<file path="config.mk">
export PLATFORM = sky130hd
export DESIGN_NAME = seq_detector_param
export DESIGN_NICKNAME = d
export VERILOG_FILES = /design/src/rtl/seq_det_pkg.sv /design/src/rtl/sat_counter.sv /design/src/rtl/seq_detector_param.sv
export SDC_FILE = /design/constraint.sdc
export NUM_CORES = 1
export LEC_CHECK = 0
export ABC_CLOCK_PERIOD_IN_PS = 1700
export CAP_MARGIN = 30
export CORE_UTILIZATION = 35
export CTS_BUF_LIST = sky130_fd_sc_hd__clkbuf_16
export CTS_CLUSTER_DIAMETER = 40
export DETAILED_ROUTE_END_ITERATION = 10
export GPL_TIMING_DRIVEN = 1
export MAX_ROUTING_LAYER = met4
export SKIP_LAST_GASP = 1
export SLEW_MARGIN = 25
export SYNTH_ARGS = -nofsm -noshare
export SYNTH_HDL_FRONTEND = slang
export SYNTH_SLANG_ARGS = --single-unit
</file>
<file path="constraint.sdc">
create_clock -name clk -period 1.7 [get_ports clk]
set_input_delay 0.34 -clock clk [delete_from_list [all_inputs] [get_ports clk]]
set_output_delay 0.34 -clock clk [all_outputs]
set_load 0.02 [all_outputs]
</file>
<file path="src/rtl/seq_det_pkg.sv">
// Shared types and constants for the programmable serial pattern detector.
package seq_det_pkg;

    typedef enum logic [1:0] {IDLE, SEARCH, HIT} det_state_t;

    localparam int unsigned PAT_W_MIN = 2;

endpackage

</file>
<file path="src/rtl/sat_counter.sv">
// Saturating up-counter with a sticky flag raised when the count reaches all-ones.
module sat_counter #(
    parameter int unsigned W = 8
) (
    input  logic         clk,
    input  logic         rstn,
    input  logic         inc,
    input  logic         clr,
    output logic [W-1:0] count,
    output logic         sat
);

    logic [W-1:0] count_d;
    logic         sat_d;

    always_comb begin
        count_d = count;
        sat_d   = sat;
        if (clr) begin
            count_d = '0;
            sat_d   = 1'b0;
        end else begin
            if (inc && (count != {W{1'b1}})) begin
                count_d = count + W'(1);
            end
            sat_d = sat | (count_d == {W{1'b1}});
        end
    end

    always_ff @(posedge clk or negedge rstn) begin
        if (!rstn) begin
            count <= '0;
            sat   <= 1'b0;
        end else begin
            count <= count_d;
            sat   <= sat_d;
        end
    end

endmodule

</file>
<file path="src/rtl/seq_detector_param.sv">
// Runtime-programmable serial pattern detector with Mealy/Moore outputs,
// selectable overlap and a saturating match counter.
module seq_detector_param
    import seq_det_pkg::*;
#(
    parameter int unsigned PAT_W = 4,
    parameter int unsigned CNT_W = 8
) (
    input  logic             clk,
    input  logic             rstn,
    input  logic             cfg_load,
    input  logic [PAT_W-1:0] pattern_in,
    input  logic             overlap_in,
    input  logic             clear,
    input  logic             din_valid,
    input  logic             din,
    output logic             armed,
    output logic             dout_mealy,
    output logic             dout_moore,
    output logic [CNT_W-1:0] match_count,
    output logic             count_sat
);

    localparam int unsigned FILL_W = $clog2(PAT_W + 1);

    det_state_t       state_q, state_d;
    logic [PAT_W-1:0] pattern_q;
    logic             overlap_q;
    logic [PAT_W-1:0] hist_q, hist_d;
    logic [FILL_W-1:0] fill_q, fill_d;
    logic [PAT_W-1:0] window;
    logic             accept;
    logic             match;

    // cfg_load and clear both suppress the bit presented in their cycle.
    assign accept = din_valid && (state_q != IDLE) && !cfg_load && !clear;
    assign window = {hist_q[PAT_W-2:0], din};
    assign match  = accept && (fill_q >= FILL_W'(PAT_W - 1)) && (window == pattern_q);

    assign armed      = (state_q != IDLE);
    assign dout_mealy = match;
    assign dout_moore = (state_q == HIT);

    always_comb begin
        state_d = state_q;
        hist_d  = hist_q;
        fill_d  = fill_q;
        if (cfg_load) begin
            state_d = SEARCH;
            hist_d  = '0;
            fill_d  = '0;
        end else if (clear) begin
            state_d = (state_q == IDLE) ? IDLE : SEARCH;
            hist_d  = '0;
            fill_d  = '0;
        end else begin
            if (state_q != IDLE) begin
                state_d = match ? HIT : SEARCH;
            end
            if (match && !overlap_q) begin
                hist_d = '0;
                fill_d = '0;
            end else if (accept) begin
                hist_d = window;
                if (fill_q != FILL_W'(PAT_W)) begin
                    fill_d = fill_q + FILL_W'(1);
                end
            end
        end
    end

    always_ff @(posedge clk or negedge rstn) begin
        if (!rstn) begin
            state_q   <= IDLE;
            pattern_q <= '0;
            overlap_q <= 1'b0;
            hist_q    <= '0;
            fill_q    <= '0;
        end else begin
            state_q <= state_d;
            hist_q  <= hist_d;
            fill_q  <= fill_d;
            if (cfg_load) begin
                pattern_q <= pattern_in;
                overlap_q <= overlap_in;
            end
        end
    end

    sat_counter #(
        .W(CNT_W)
    ) u_match_cnt (
        .clk  (clk),
        .rstn (rstn),
        .inc  (match),
        .clr  (cfg_load | clear),
        .count(match_count),
        .sat  (count_sat)
    );

endmodule
</file>
Word level (Yosys, flattened, before mapping). Cells that the tools add are included.

Mux-type cells: 18. Bitwise operators: 2. Equal/unequal tests: 5. Magnitude comparators: 1. Reduce and logical (&&, ||, !) cells: 16. Add/subtract/negate cells: 2.

Operator list (count): 3-bit two-way mux (9); 8-bit two-way mux (3); 8-bit by 1-bit adder with 8-bit output (second input constant) (1); 8-bit == test (second input constant) (1); 2-bit two-way mux (4); 8-bit != test (second input constant) (1); 4-bit nonzero test (2); 1-bit logical AND (7); 4-bit == test (1); 3-bit by 1-bit adder with 3-bit output (second input constant) (1); 3-bit by 2-bit greater-or-equal comparator with 1-bit output (second input constant) (1); 1-bit logical NOT (3); 3-bit != test (second input constant) (1); 3-bit nonzero test (1); 2-bit == test (second input constant) (1); 2-bit logical NOT (1); 1-bit two-way mux (2); 1-bit OR (2); 2-bit AND reduction (1); 2-bit nonzero test (1).

Bits in registers: 22. Output and inout bits: 12.

Logic depth before layout (Yosys ltp).
Depth in word-level cells: 12. Mapped depth: 9. Mapped depth without buffers: 8.

Hierarchy. From an unflattened synthesis, not the netlist that was laid out.

Cell total of the unflattened synthesis: 128. Area, all modules: 1290.0 µm².

Modules (own cells, without submodules): seq_detector_param (instances 1, cells each 67, area each 732.0 µm²); sat_counter (instances 1, cells each 61, area each 558.0 µm²).

Least setup slack after synthesis. Ideal clock, no wire load.

Kind: register to register. Start: register u_match_cnt.count[0]. End: register u_match_cnt.sat. Setup time: 0.092 ns. Required time: 1.608 ns. Arrival: 1.778 ns. Slack: -0.170 ns. Cell stages (with the launch flop): 7. Cells stage by stage: dfrtp_1 -> ha_1 -> and4_4 -> nor3_4 -> nand3_1 -> xor2_1 -> o31ai_2.

Word-level cells in the longest chain between the ends: 7.

RTL lines: start, declared (RTL line sat_counter.sv:9) `output logic [W-1:0] count,`; start signal, assigned (RTL line sat_counter.sv:35) `count <= count_d;`; branches (longest 2 deep; another with 8-bit by 1-bit adder with 8-bit output); 8-bit two-way mux (*) (RTL line sat_counter.sv:23) `if (inc && (count != {W{1'b1}})) begin`; 8-bit two-way mux (*) (RTL line sat_counter.sv:19) `if (clr) begin`; 8-bit == test (*) (RTL line sat_counter.sv:26) `sat_d = sat | (count_d == {W{1'b1}});`; 1-bit OR (*) (RTL line sat_counter.sv:26); 1-bit two-way mux (*) (RTL line sat_counter.sv:19); named net u_match_cnt.sat_d (RTL line sat_counter.sv:14) `logic sat_d;`; end signal, assigned (RTL line sat_counter.sv:36) `sat <= sat_d;`; end, declared (RTL line sat_counter.sv:10) `output logic sat`.

Mark *: on every way through the listed nets, which the timed path passes. The select of a mux whose other input is x is not followed. A chain may end at the register's enable or synchronous reset.

Worst setup path in the final report.
Start: register fill_q[1]. End: register u_match_cnt.sat.

Word-level cells in the longest chain between the ends: 9.

RTL lines: start, declared (RTL line seq_detector_param.sv:30) `logic [FILL_W-1:0] fill_q, fill_d;`; start signal, assigned (RTL line seq_detector_param.sv:82) `fill_q <= fill_d;`; 3-bit by 2-bit greater-or-equal comparator with 1-bit output (RTL line seq_detector_param.sv:38) `assign match = accept && (fill_q >= FILL_W'(PAT_W - 1)) && (window == pattern_q);`; 1-bit logical AND (2 in series) (RTL line seq_detector_param.sv:38); 1-bit logical AND (RTL line sat_counter.sv:23); 8-bit two-way mux (RTL line sat_counter.sv:23); 8-bit two-way mux (RTL line sat_counter.sv:19); 8-bit == test (RTL line sat_counter.sv:26); 1-bit OR (RTL line sat_counter.sv:26); 1-bit two-way mux (RTL line sat_counter.sv:19); named net u_match_cnt.sat_d (RTL line sat_counter.sv:14).

The timed path passes the listed nets, and every way through them passes these cells. The select of a mux whose other input is x is not followed.

==> metrics.cfg <==
[outcome]
status = finished, violations left
violations = setup timing

[global_route]
grt.total_usage = 0.187
grt_max_degree = 23
antenna_found_initial = 0
first_global_vias = 1161
grt_overflow_total = 0
grt_first_pass_wirelength_um = 5560

[detailed_routing]
vias_per_cell = 4.99
via_count = 1088
ant_nets = 0
drt_iter0_drc = 30
wl_per_cell_um = 14.4
first_pass_iters = 4
routed_wl_um = 3140
drcViolationCount = 0

[clocking]
clk_pin_slew_ps = 60
clock-root-buffer = clkbuf_16
cts_buffers = 3
cts_max_level = 1
cts_tree = yes
clk_latency_ps = 250
clock_sinks = 22
clockBufferDepth = 2

[synthesis]
syn_area_sq_um = 1290
ys_types = 44
yosys_warnings = 0
synth-edff-count = 0
syn-instance-count = 119
seq_area_frac_synth = 0.426
synth_fp_nets = 134
synth-xor-area-share = 0.0930
synth-seq-cells = 22
yosys.area_share.simple = 0.261
synth_top_family_by_area = simple AND/OR/NAND/NOR gates
synth_adder_area_share = 0.0388
syn_avg_cell_area_sq_um = 10.9
synth-compound-area-share = 0.0911
ys_async_sr_fraction = 1.00
synthMuxAreaShare = 0.0630
synth_top_flop_cell = dfrtp_1

[place]
place_inst = 212
place_hpwl_um = 2190
io_buffers = 22
gp_congestion = 0.798

[sta]
holdWs_ps = 433
hold_viol = 0
worst_pin_slew_ps = 284
drv_slew = 0
period_share = 1.17
period_needed_ps = 1990
tns_ps = -2490
finalSetupViolations = 16
layout_setup_ws_ps = -294
rsz0062_at_grt = yes
relSlewSlack = 0.810
finalClockSkew_ps = 1.80
fmaxAchievable_ghz = 0.501

[die]
die-area_sq_um = 3940
die_h_um = 62.7
core_sq_um = 3440
io_pins = 23
rows = 21
initial_core_util = 0.375
fp.dieW_um = 62.7

[job]
cap_viol_max_count = 0

[power]
combPwrFrac = 0.110
p_sw_frac = 0.223
p_leak_nw = 0.940
power.internal_w = 0.000922
p_per_area_nw_per_um2 = 598
seqPwrFrac = 0.467
ir_drop_uv = 298
finalPower_w = 0.00119
p_sw_w = 0.000264
clkPwrFrac = 0.423

[worst_setup_path]
worstSetupStartpointType = flip-flop
r2r-start = fill_q[1]
r2r_setup_slack_ps = -290
rr_worst_depth = 10
cp.required_ps = 1840
r2r_end = u_match_cnt.sat
cp_max_fo = 8
crit_type = flip-flop to flip-flop
arrival_ps = 2130
startpoint = fill_q[1]
critPathCaptureType = flip-flop

[finish]
final_nets = 188
drive_above_1_share = 0.459
fillers = 300
area_delta_synth_final_pct = 53.5
ff_latch_area_sq_um = 557
final-instance-count-excl-fill = 218
multi_input_area_sq_um = 790
n_antenna_cell = 0

[worst_hold_path]
hp-class = primary input to async pin

## logic make-up (layout without fill, tap and decap cells)
group	after synthesis	count (layout)
AOI/OAI and AO/OA	17	17
xor gates and xnor gates	9	9
adders and majority gates	4	4
buffers and inverters	7	60
DFF	22	22
muxes	7	7
and+or+nand+nor	53	53
## worst max-delay path by stage
stage / depth (start not counted) / end / slack [ps]
5_1_grt: 10 / u_match_cnt.sat / -380
4_1_cts: 10 / u_match_cnt.sat / -270
3_3_place_gp: 5 / dout_mealy / -570
3_5_place_dp: 5 / dout_mealy / -580
2_1_floorplan: 6 / u_match_cnt.sat / -140
6_report: 10 / u_match_cnt.sat / -290
## power by group through the flow
stage               Clock, W  Combinational [W]  Sequential, W
floorplan                  0          0.0000704       0.000561
global placement           0           0.000125       0.000563
detailed placement         0           0.000128       0.000564
CTS                 0.000513           0.000130       0.000554
global route        0.000538           0.000142       0.000556
finish              0.000501           0.000130       0.000554
## layout by cell type (no fill, tap or decap), types with 2 or more instances in the layout
cell / count
dfrtp_1: 17
nand4_1: 2
nand2_1: 9
and4_4: 2
and3_1: 2
clkbuf_16: 3
dlygate4sd2_1: 2
inv_1: 3
dfrtp_2: 5
nand2_2: 2
and2_1: 2
dlymetal6s2s_1: 7
clkdlybuf4s50_1: 11
or2_2: 2
buf_4: 27
xor2_1: 3
mux2_2: 5
ha_2: 3
xnor2_2: 4
nand3_1: 4
a21oi_1: 5
buf_6: 4
a21oi_2: 4
nand3_2: 2
nor2_1: 11
## registers in the layout (all words and copies together) (netlist names)
signal and count:
state_q 2, overlap_q 1, u_match_cnt.sat 1, pattern_q 4
u_match_cnt.count 8, hist_q 3, fill_q 3
## cells in the mapped netlist (all sizes together) (2+ instances only)
cell type,number,share of area
xor2,4,0.027
ha,4,0.039
xnor2,5,0.066
nor2,13,0.050
a21oi,9,0.035
mux2,6,0.055
and3,2,0.0097
or2,3,0.015
nor3,2,0.016
inv,3,0.0087
and2,3,0.015
nand3,7,0.037
nand2,11,0.032
clkbuf,2,0.0058
nand4,3,0.026
a31o,2,0.014
buf,2,0.013
dfrtp,22,0.43
and4,3,0.024
## through the flow
stage                     setup slack (ps)  utilization  instance area (sq um)
after floorplan                       -138            -                   1300
after global placement                -569        0.515                   1770
after detailed placement              -578        0.515                   1770
after CTS                             -269        0.560                   1930
after global routing                  -381        0.576                   1980
final                                 -294        0.576                   1980
## worst max-delay path: stages (launching register included)
cell and delay (ps):
dfrtp_1 390, ha_2 170, ha_2 160, a211o_1 310, nand3_4 110, buf_6 110
nor3_4 30, buf_12 140, mux2_4 300, nand4b_1 100, o31ai_2 60
## metal layers
layer,GRT usage,vias up,part of all wire
met5,-,-,0
met4,0.0698,0,0.0086
met3,0.0201,2,0.022
met2,0.318,20,0.52
met1,0.228,540,0.45
li1,-,526,-
## area by class of cell
type,instances,area share
tap,46,0.0290
sequential,22,0.281
timing repair buffer,53,0.246
inverter,3,0.00568
clock buffer,3,0.0379
multi-input combinational,90,0.398
clock inverter,1,0.00189
## repair_timing
action | in CTS | in global routing
setup endpoints to repair | 18 | 23
buffers inserted | 1 | 2
hold buffers | 0 | 0
pin swaps | 13 | 7
gates resized for setup | 26 | 13
(Power assumes the default switching activity.)
